<file path="config.mk">
export PLATFORM = sky130hd
export DESIGN_NAME = uart_tx_fifo
export DESIGN_NICKNAME = d
export VERILOG_FILES = /design/src/rtl/uart_pkg.sv /design/src/rtl/sync_fifo.sv /design/src/rtl/uart_tx_fifo.sv
export SDC_FILE = /design/constraint.sdc
export NUM_CORES = 1
export LEC_CHECK = 0
export BUFFER_PORTS_ARGS = -buffer_cell sky130_fd_sc_hd__buf_2
export CORE_ASPECT_RATIO = 0.8
export CORE_MARGIN = 2
export CORE_UTILIZATION = 40
export DETAILED_ROUTE_END_ITERATION = 16
export SYNTH_ARGS = -nofsm -noshare
export SYNTH_HDL_FRONTEND = slang
export SYNTH_SLANG_ARGS = --single-unit
</file>
<file path="constraint.sdc">
create_clock -name clk -period 2.06 [get_ports clk]
set_input_delay 0.309 -clock clk [delete_from_list [all_inputs] [get_ports clk]]
set_output_delay 0.309 -clock clk [all_outputs]
set_load 0.03 [all_outputs]
</file>
<file path="src/rtl/uart_pkg.sv">
// Constants and the TX handshake state encoding shared by the UART blocks.
package uart_pkg;

  localparam int unsigned DATA_WIDTH = 8;
  localparam int unsigned SB_TICKS   = 16;

  typedef enum logic [1:0] {
    StIdle     = 2'd0,
    StStart    = 2'd1,
    StWaitDone = 2'd2
  } tx_state_e;

endpackage

</file>
<file path="src/rtl/sync_fifo.sv">
// Circular FIFO with a separate occupancy counter and registered read data.
module sync_fifo #(
  parameter int unsigned DATA_WIDTH = 8,
  parameter int unsigned ADDR_WIDTH = 4
) (
  input  logic                  clk,
  input  logic                  reset,
  input  logic                  i_wr,
  input  logic [DATA_WIDTH-1:0] i_wdata,
  input  logic                  i_rd,
  output logic [DATA_WIDTH-1:0] o_rdata,
  output logic                  o_full,
  output logic                  o_empty,
  output logic [ADDR_WIDTH:0]   o_count
);

  localparam int unsigned            Depth     = 2 ** ADDR_WIDTH;
  localparam logic [ADDR_WIDTH:0]    FullCount = {1'b1, {ADDR_WIDTH{1'b0}}};
  localparam logic [ADDR_WIDTH:0]    CntOne    = {{ADDR_WIDTH{1'b0}}, 1'b1};
  localparam logic [ADDR_WIDTH-1:0]  PtrOne    = {{(ADDR_WIDTH-1){1'b0}}, 1'b1};

  logic [DATA_WIDTH-1:0] mem_q [Depth];
  logic [ADDR_WIDTH-1:0] wr_ptr_q, wr_ptr_d, rd_ptr_q, rd_ptr_d;
  logic [ADDR_WIDTH:0]   count_q, count_d;
  logic                  full_q, full_d, empty_q, empty_d;
  logic [DATA_WIDTH-1:0] rdata_q, rdata_d;
  logic                  push, pop;

  // A pop in the same cycle frees a slot, so a write against a full FIFO still lands.
  assign pop  = i_rd & ~empty_q;
  assign push = i_wr & (~full_q | pop);

  always_comb begin
    wr_ptr_d = wr_ptr_q;
    rd_ptr_d = rd_ptr_q;
    count_d  = count_q;
    rdata_d  = rdata_q;
    if (push) wr_ptr_d = wr_ptr_q + PtrOne;
    if (pop) begin
      rd_ptr_d = rd_ptr_q + PtrOne;
      rdata_d  = mem_q[rd_ptr_q];
    end
    if (push && !pop)      count_d = count_q + CntOne;
    else if (pop && !push) count_d = count_q - CntOne;
    full_d  = (count_d == FullCount);
    empty_d = (count_d == '0);
  end

  always_ff @(posedge clk) begin
    if (reset) begin
      wr_ptr_q <= '0;
      rd_ptr_q <= '0;
      count_q  <= '0;
      full_q   <= 1'b0;
      empty_q  <= 1'b1;
      rdata_q  <= '0;
    end else begin
      wr_ptr_q <= wr_ptr_d;
      rd_ptr_q <= rd_ptr_d;
      count_q  <= count_d;
      full_q   <= full_d;
      empty_q  <= empty_d;
      rdata_q  <= rdata_d;
    end
  end

  always_ff @(posedge clk) begin
    if (push) mem_q[wr_ptr_q] <= i_wdata;
  end

  assign o_rdata = rdata_q;
  assign o_full  = full_q;
  assign o_empty = empty_q;
  assign o_count = count_q;

endmodule

</file>
<file path="src/rtl/uart_tx_fifo.sv">
// Buffers bytes for uart_tx and releases them one at a time via the start/done handshake.
module uart_tx_fifo #(
  parameter int unsigned DATA_WIDTH = 8,
  parameter int unsigned ADDR_WIDTH = 4
) (
  input  logic                  clk,
  input  logic                  reset,
  input  logic                  i_wr,
  input  logic [DATA_WIDTH-1:0] i_wdata,
  output logic                  o_full,
  output logic                  o_empty,
  output logic [ADDR_WIDTH:0]   o_count,
  output logic                  o_overflow,
  output logic                  o_tx_start,
  output logic [DATA_WIDTH-1:0] o_tx_data,
  input  logic                  i_tx_done,
  output logic                  o_busy
);

  import uart_pkg::*;

  tx_state_e state_q, state_d;
  logic      overflow_q, overflow_d;
  logic      fifo_rd, fifo_full, fifo_empty;

  // Read data is registered and only updates on a pop, so it doubles as the held tx byte.
  sync_fifo #(
    .DATA_WIDTH(DATA_WIDTH),
    .ADDR_WIDTH(ADDR_WIDTH)
  ) u_fifo (
    .clk    (clk),
    .reset  (reset),
    .i_wr   (i_wr),
    .i_wdata(i_wdata),
    .i_rd   (fifo_rd),
    .o_rdata(o_tx_data),
    .o_full (fifo_full),
    .o_empty(fifo_empty),
    .o_count(o_count)
  );

  always_comb begin
    state_d = state_q;
    fifo_rd = 1'b0;
    unique case (state_q)
      StIdle: begin
        if (!fifo_empty) begin
          fifo_rd = 1'b1;
          state_d = StStart;
        end
      end
      StStart:    state_d = StWaitDone;
      StWaitDone: if (i_tx_done) state_d = StIdle;
      default:    state_d = StIdle;
    endcase
    overflow_d = overflow_q | (i_wr & fifo_full & ~fifo_rd);
  end

  always_ff @(posedge clk) begin
    if (reset) begin
      state_q    <= StIdle;
      overflow_q <= 1'b0;
    end else begin
      state_q    <= state_d;
      overflow_q <= overflow_d;
    end
  end

  assign o_full     = fifo_full;
  assign o_empty    = fifo_empty;
  assign o_overflow = overflow_q;
  assign o_tx_start = (state_q == StStart);
  assign o_busy     = (state_q != StIdle);

endmodule

</file>
# Word level (Yosys, flattened, before mapping)
# Memories as Yosys holds them, arrays and structs flattened. A register that Yosys moved wholly into a read port is not among the register bits.
# Index checks and enable logic that the tools add are counted.
# totals
ram_bits	128
n_memories	1
out_inout_bits	18
word_cells	43
ff_bits	18
input_bits	12
# mem_list
memory	depth	word_bits	rd	rd_ports_with_merged_regs	wr	line_no	text
u_fifo.mem_q	16	8	1	1	1	sync_fifo.sv:22	logic [DATA_WIDTH-1:0] mem_q [Depth];
# op_classes
reduce_logical	8
addsub	4
eq_ne	5
bitwise_logic	9
muxes	9
# op_table
cell	count
5-bit 2-to-1 mux	2
4-bit by 1-bit adder with 4-bit output, second input constant	2
2-bit case mux with 3 select lines	1
5-bit by 1-bit adder with 5-bit output, second input constant	1
5-bit equality test, second input constant	1
5-bit zero test	1
5-bit by 1-bit subtractor with 5-bit output, second input constant	1
1-bit bitwise AND	4
1-bit 2-to-1 mux	4
2-bit 2-to-1 mux	2
2-bit inequality test, second input constant	2
1-bit inverter	3
2-bit by 1-bit equality test with 1-bit output, second input constant	1
2-bit equality test, second input constant	1
1-bit logical AND	2
1-bit zero test	2
2-bit zero test	1
1-bit bitwise OR	2
2-bit AND reduction	1
2-bit nonzero test	1

# Longest topological paths before layout
# logic_depth
word_depth	10
depth_mapped	6
depth_no_buf	6

# Modules after synthesis
# Synthesis repeated with hierarchy kept, for this count alone.
# hier_totals
hier_cells	378
area_unflattened_um2	6208.5
# modules_own_cells
module	area_each_um2	n_inst	seq_area_each_um2	cells_per_inst
sync_fifo	6077.1	1	4304.1	366
uart_tx_fifo	131.4	1	60.1	12

# Worst setup path after synthesis
# OpenSTA, ideal clock, no wires.
# synth_timing
path_type	register to register
from	register u_fifo.empty_q, in the netlist u_fifo.o_empty
to	memory u_fifo.mem_q[0][0] (enable)
path_slack_ns	-0.170
n_path_buf	1
synth_period_minus_slack_ns	2.230
path_stages_with_launch	6
setup_ns	0.383
arrival_time_ns	1.847
t_required_ns	1.677
path_cell_list	dfxtp_1 o31ai_1 and2_1 clkbuf_1 nand2_1 nor3_1
# synth_between
elab_chain_cells	7
elab_cells_between_ends	8
cone_classes	mux (4); bitwise (4)
# synth_lines
item	line_no	text
start, declared	sync_fifo.sv:25	logic full_q, full_d, empty_q, empty_d;
start signal, assigned	sync_fifo.sv:62	empty_q <= empty_d;
1-bit 2-to-1 mux	uart_tx_fifo.sv:47	if (!fifo_empty) begin
1-bit 2-to-1 mux	uart_tx_fifo.sv:45	unique case (state_q)
1-bit bitwise AND (*)	sync_fifo.sv:30	assign pop = i_rd & ~empty_q;
1-bit bitwise OR (*)	sync_fifo.sv:31	assign push = i_wr & (~full_q | pop);
1-bit bitwise AND (*)	sync_fifo.sv:31	
1-bit 2-to-1 mux (*)	sync_fifo.sv:68	if (push) mem_q[wr_ptr_q] <= i_wdata;
1-bit 2-to-1 mux (not written as such) (*)	sync_fifo.sv:68	
end, declared	sync_fifo.sv:22	
# Mark *: on every way between the ends. The rest lies on a longest branch, timed or not.

# Worst setup path after layout
# layout_timing
from	register state_q[1]
to	memory u_fifo.mem_q[1][6] (enable)
# layout_between
elab_chain_cells	7
# layout_lines
item	line_no	text
start, declared	uart_tx_fifo.sv:22	tx_state_e state_q, state_d;
start signal, assigned	uart_tx_fifo.sv:61	state_q <= StIdle;
start signal, assigned	uart_tx_fifo.sv:64	state_q <= state_d;
2-bit zero test	uart_tx_fifo.sv:45	
1-bit 2-to-1 mux	uart_tx_fifo.sv:45	
1-bit bitwise AND	sync_fifo.sv:30	
1-bit bitwise OR	sync_fifo.sv:31	
1-bit bitwise AND	sync_fifo.sv:31	
1-bit 2-to-1 mux	sync_fifo.sv:68	
1-bit 2-to-1 mux (not written as such)	sync_fifo.sv:68	
# No other way between the ends.

==> flow_metrics.tcl <==
set metrics [dict create \
    synth_nets 378 \
    start_util_pct 41.0 \
    outcome "complete, no violations" \
    synth_area_per_cell_um2 17.1 \
    path_clk_slew_ps 60 \
    vias 3415 \
    drtPass1Iterations 5 \
    finalMaxSlewViolations 0 \
    drive_above_1_share_pct 30.5 \
    period_minus_slack_ps 1920 \
    grt_overflow 0 \
    ys_types 45 \
    die_y_um 115 \
    finalWirelength_mm 13.0 \
    finalSetupViolCount 0 \
    worstSetupPathType "flip-flop to flip-flop" \
    r2r-start "state_q[1]" \
    critPathBufInv 1 \
    worstPathMaxFanout 8 \
    clk_latency_ps 420 \
    grt_use_met1_pct 25.6 \
    coreArea_um2 15000 \
    synth-edff-count 128 \
    fin_area_um2 7280 \
    fmax_mhz 521 \
    die_x_um 143 \
    postRouteAntennaNets 0 \
    diodes 0 \
    ys.warnings.count 0 \
    synthCells 359 \
    min_period_over_period_pct 93.3 \
    cts_sinks 154 \
    ios 30 \
    fin_util_pct 48.5 \
    layout.nets 436 \
    holdWs_ps 210 \
    top_usage_layer "met1" \
    power.density_nw_per_um2 1210 \
    critPathMaxStageDelay_ps 380 \
    cts_buffers 17 \
    grt_max_degree 36 \
    cts_tree "yes" \
    final_cells 619 \
    antenna_found_initial 0 \
    met2_usage_pct 24.1 \
    netlist_area_um2 6150 \
    port_buffers 29 \
    critical-path-slowest-cell "dfxtp_1" \
    drt_first_iter_violations 291 \
    skew_ps 9.93 \
    drt-wirelength-per-cell_um 21.0 \
    grt_pass1_vias 3434 \
    drc_errors 0 \
    gp_congestion 0.831 \
    final-hold-violation-count 0 \
    dpl.hpwl_mm 8.45 \
    viasPerCell 5.52 \
    ys_seq_area_share_pct 70.9 \
    crit_path_end_kind "flip-flop" \
    rows 40 \
    postCtsSetupRepairBufs 0 \
    ys.flop_type "edfxtp_1" \
    dieArea_um2 16400 \
    rsz0062_at_grt "no" \
    max-clock-path-buffers 2 \
    power.leakage_uw 0.00256 \
    cts_resized 0 \
    slew_headroom_pct 55.4 \
    regToRegEndpoint "u_fifo.mem_q[1][6]" \
    htreeDepth 4 \
    vdd_ir_drop_max_uv 601 \
    crit_required_ps 2190 \
    min_to "state_q[1]" \
    area_delta_synth_final_pct 18.3 \
    min_from "i_tx_done" \
    ys_seq_elements 154 \
    worstMarginPinSlew_ps 667 \
    hold_path_class "input pin to flip-flop" \
    whs_path_depth 4 \
    gr-usage-met3_pct 4.08 \
    clock-root-buffer "clkbuf_16" \
    max-cap-violations 0 \
    async_flop_share_pct 0 \
    rr_worst_depth 5 \
    cts_hold_buf 0 \
    cp-start-kind "flip-flop" \
    grt_pass1_wl_mm 20.1 \
    numPlacedInstances 587 \
    regToRegSetupSlack_ps 140 \
    cp_top_family "simple AND/OR/NAND/NOR gates" \
    grtUsageTotal_pct 16.9 \
    dpl_cell_area_um2 6690 \
    worstPathCellList "o31ai_2, and2_1, nand2_1, nor3_1, buf_4" \
    worstPathArrival_ps 2050 \
]
-- how the worst max path moves through the flow --
stage                               endpoint  cells after the start  slack, ps           start
after floorplan           u_fifo.mem_q[1][0]                      5       -170  u_fifo.o_empty
after global placement    u_fifo.mem_q[0][3]                      5        170      state_q[1]
after detailed placement  u_fifo.mem_q[2][6]                      5         50      state_q[1]
after CTS                 u_fifo.mem_q[2][1]                      5         30      state_q[1]
after global routing      u_fifo.mem_q[1][6]                      5          3      state_q[1]
final                     u_fifo.mem_q[1][6]                      5        140      state_q[1]
-- through the flow --
step	setup TNS [ps]	worst slack (ps)	total power (uW)
after floorplan	-2710	-169	5260
after global placement	0	173	5840
after detailed placement	0	54.9	5860
after CTS	0	33.2	8860
after global routing	0	3.20	9170
final	0	139	8810
-- kinds of logic after synthesis --
family	Yosys count	share of synthesized area, %
AOI/OAI and AO/OA	41	4.98
muxes	34	12.0
adders and majority gates	7	1.42
xor gates and xnor gates	8	1.14
and+or+nand+nor	88	7.28
buffers and inverters	27	2.20
DFF	154	70.9
-- cell usage in the layout (no fill, tap or decap), types with 7 or more instances in the layout --
cell type	Yosys	layout
nand2_1	15	15
nor2_1	26	26
buf_4	2	27
edfxtp_1	128	128
inv_1	7	7
nand3_1	12	12
a22o_1	16	16
mux4_2	32	32
o21ai_1	8	8
ha_1	7	7
buf_2	3	29
dfxtp_1	26	25
clkbuf_16	0	17
-- cell usage after synthesis (2+ instances only) --
library cell  instances  share of area (%)
nand4_1               3               0.31
nor3_1                7               0.57
a21oi_1               4               0.33
dfxtp_1              26                8.5
buf_4                 2               0.24
a211oi_1              2               0.24
nand3b_1              2               0.24
and2_1                4               0.41
buf_2                 3               0.24
nand2b_1              4               0.41
mux2i_1               2               0.33
a22o_1               16                2.3
nor2b_1               4               0.41
buf_1                 5               0.31
o21ai_1               8               0.65
nor4_2                2               0.41
nor2_1               26                1.6
mux4_2               32                 12
xnor2_1               3               0.43
xor2_1                5               0.71
ha_1                  7                1.4
edfxtp_1            128                 62
nand3_1              12               0.98
inv_1                 7               0.43
and3_1                3               0.31
nand2_1              15               0.92
buf_6                 3               0.55
clkbuf_1              7               0.43
-- layer usage --
layer,routed length [um],vias up
li1,-,1531
met1,6390,1761
met2,5720,110
met3,780,13
met4,125,0
met5,0,-
-- worst min-delay path, cell delays in order --
cell     delay, ps
buf_2           80
nor2_1          30
a21oi_1        120
nor2_1          40
-- final cells by class --
| type | instances | area (um^2) |
|---|---|---|
| Inverter | 7 | 26.3 |
| Timing Repair Buffer | 59 | 408 |
| Sequential cell | 154 | 4370 |
| Fill cell | 1255 | 7730 |
| Multi-Input combinational cell | 178 | 1670 |
| Tap cell | 189 | 236 |
| Clock buffer | 18 | 429 |
| Clock inverter | 14 | 148 |
-- report_power, final --
part | leakage [uW] | total, uW | switching, uW | internal [uW]
Combinational | 0.000905 | 2080 | 1150 | 931
Sequential | 0.00137 | 3710 | 151 | 3560
Clock | 0.000280 | 3020 | 1230 | 1790
Total | 0.00256 | 8810 | 2530 | 6280
-- registers in the layout, indices dropped and copies added, names as in the netlist, 2 cells and up --
| register | flops |
|---|---|
| u_fifo.o_count | 5 |
| u_fifo.o_rdata | 8 |
| state_q | 2 |
| u_fifo.mem_q | 128 |
| u_fifo.wr_ptr_q | 4 |
| u_fifo.rd_ptr_q | 4 |
Note: power is estimated with default switching activity, not from simulation.
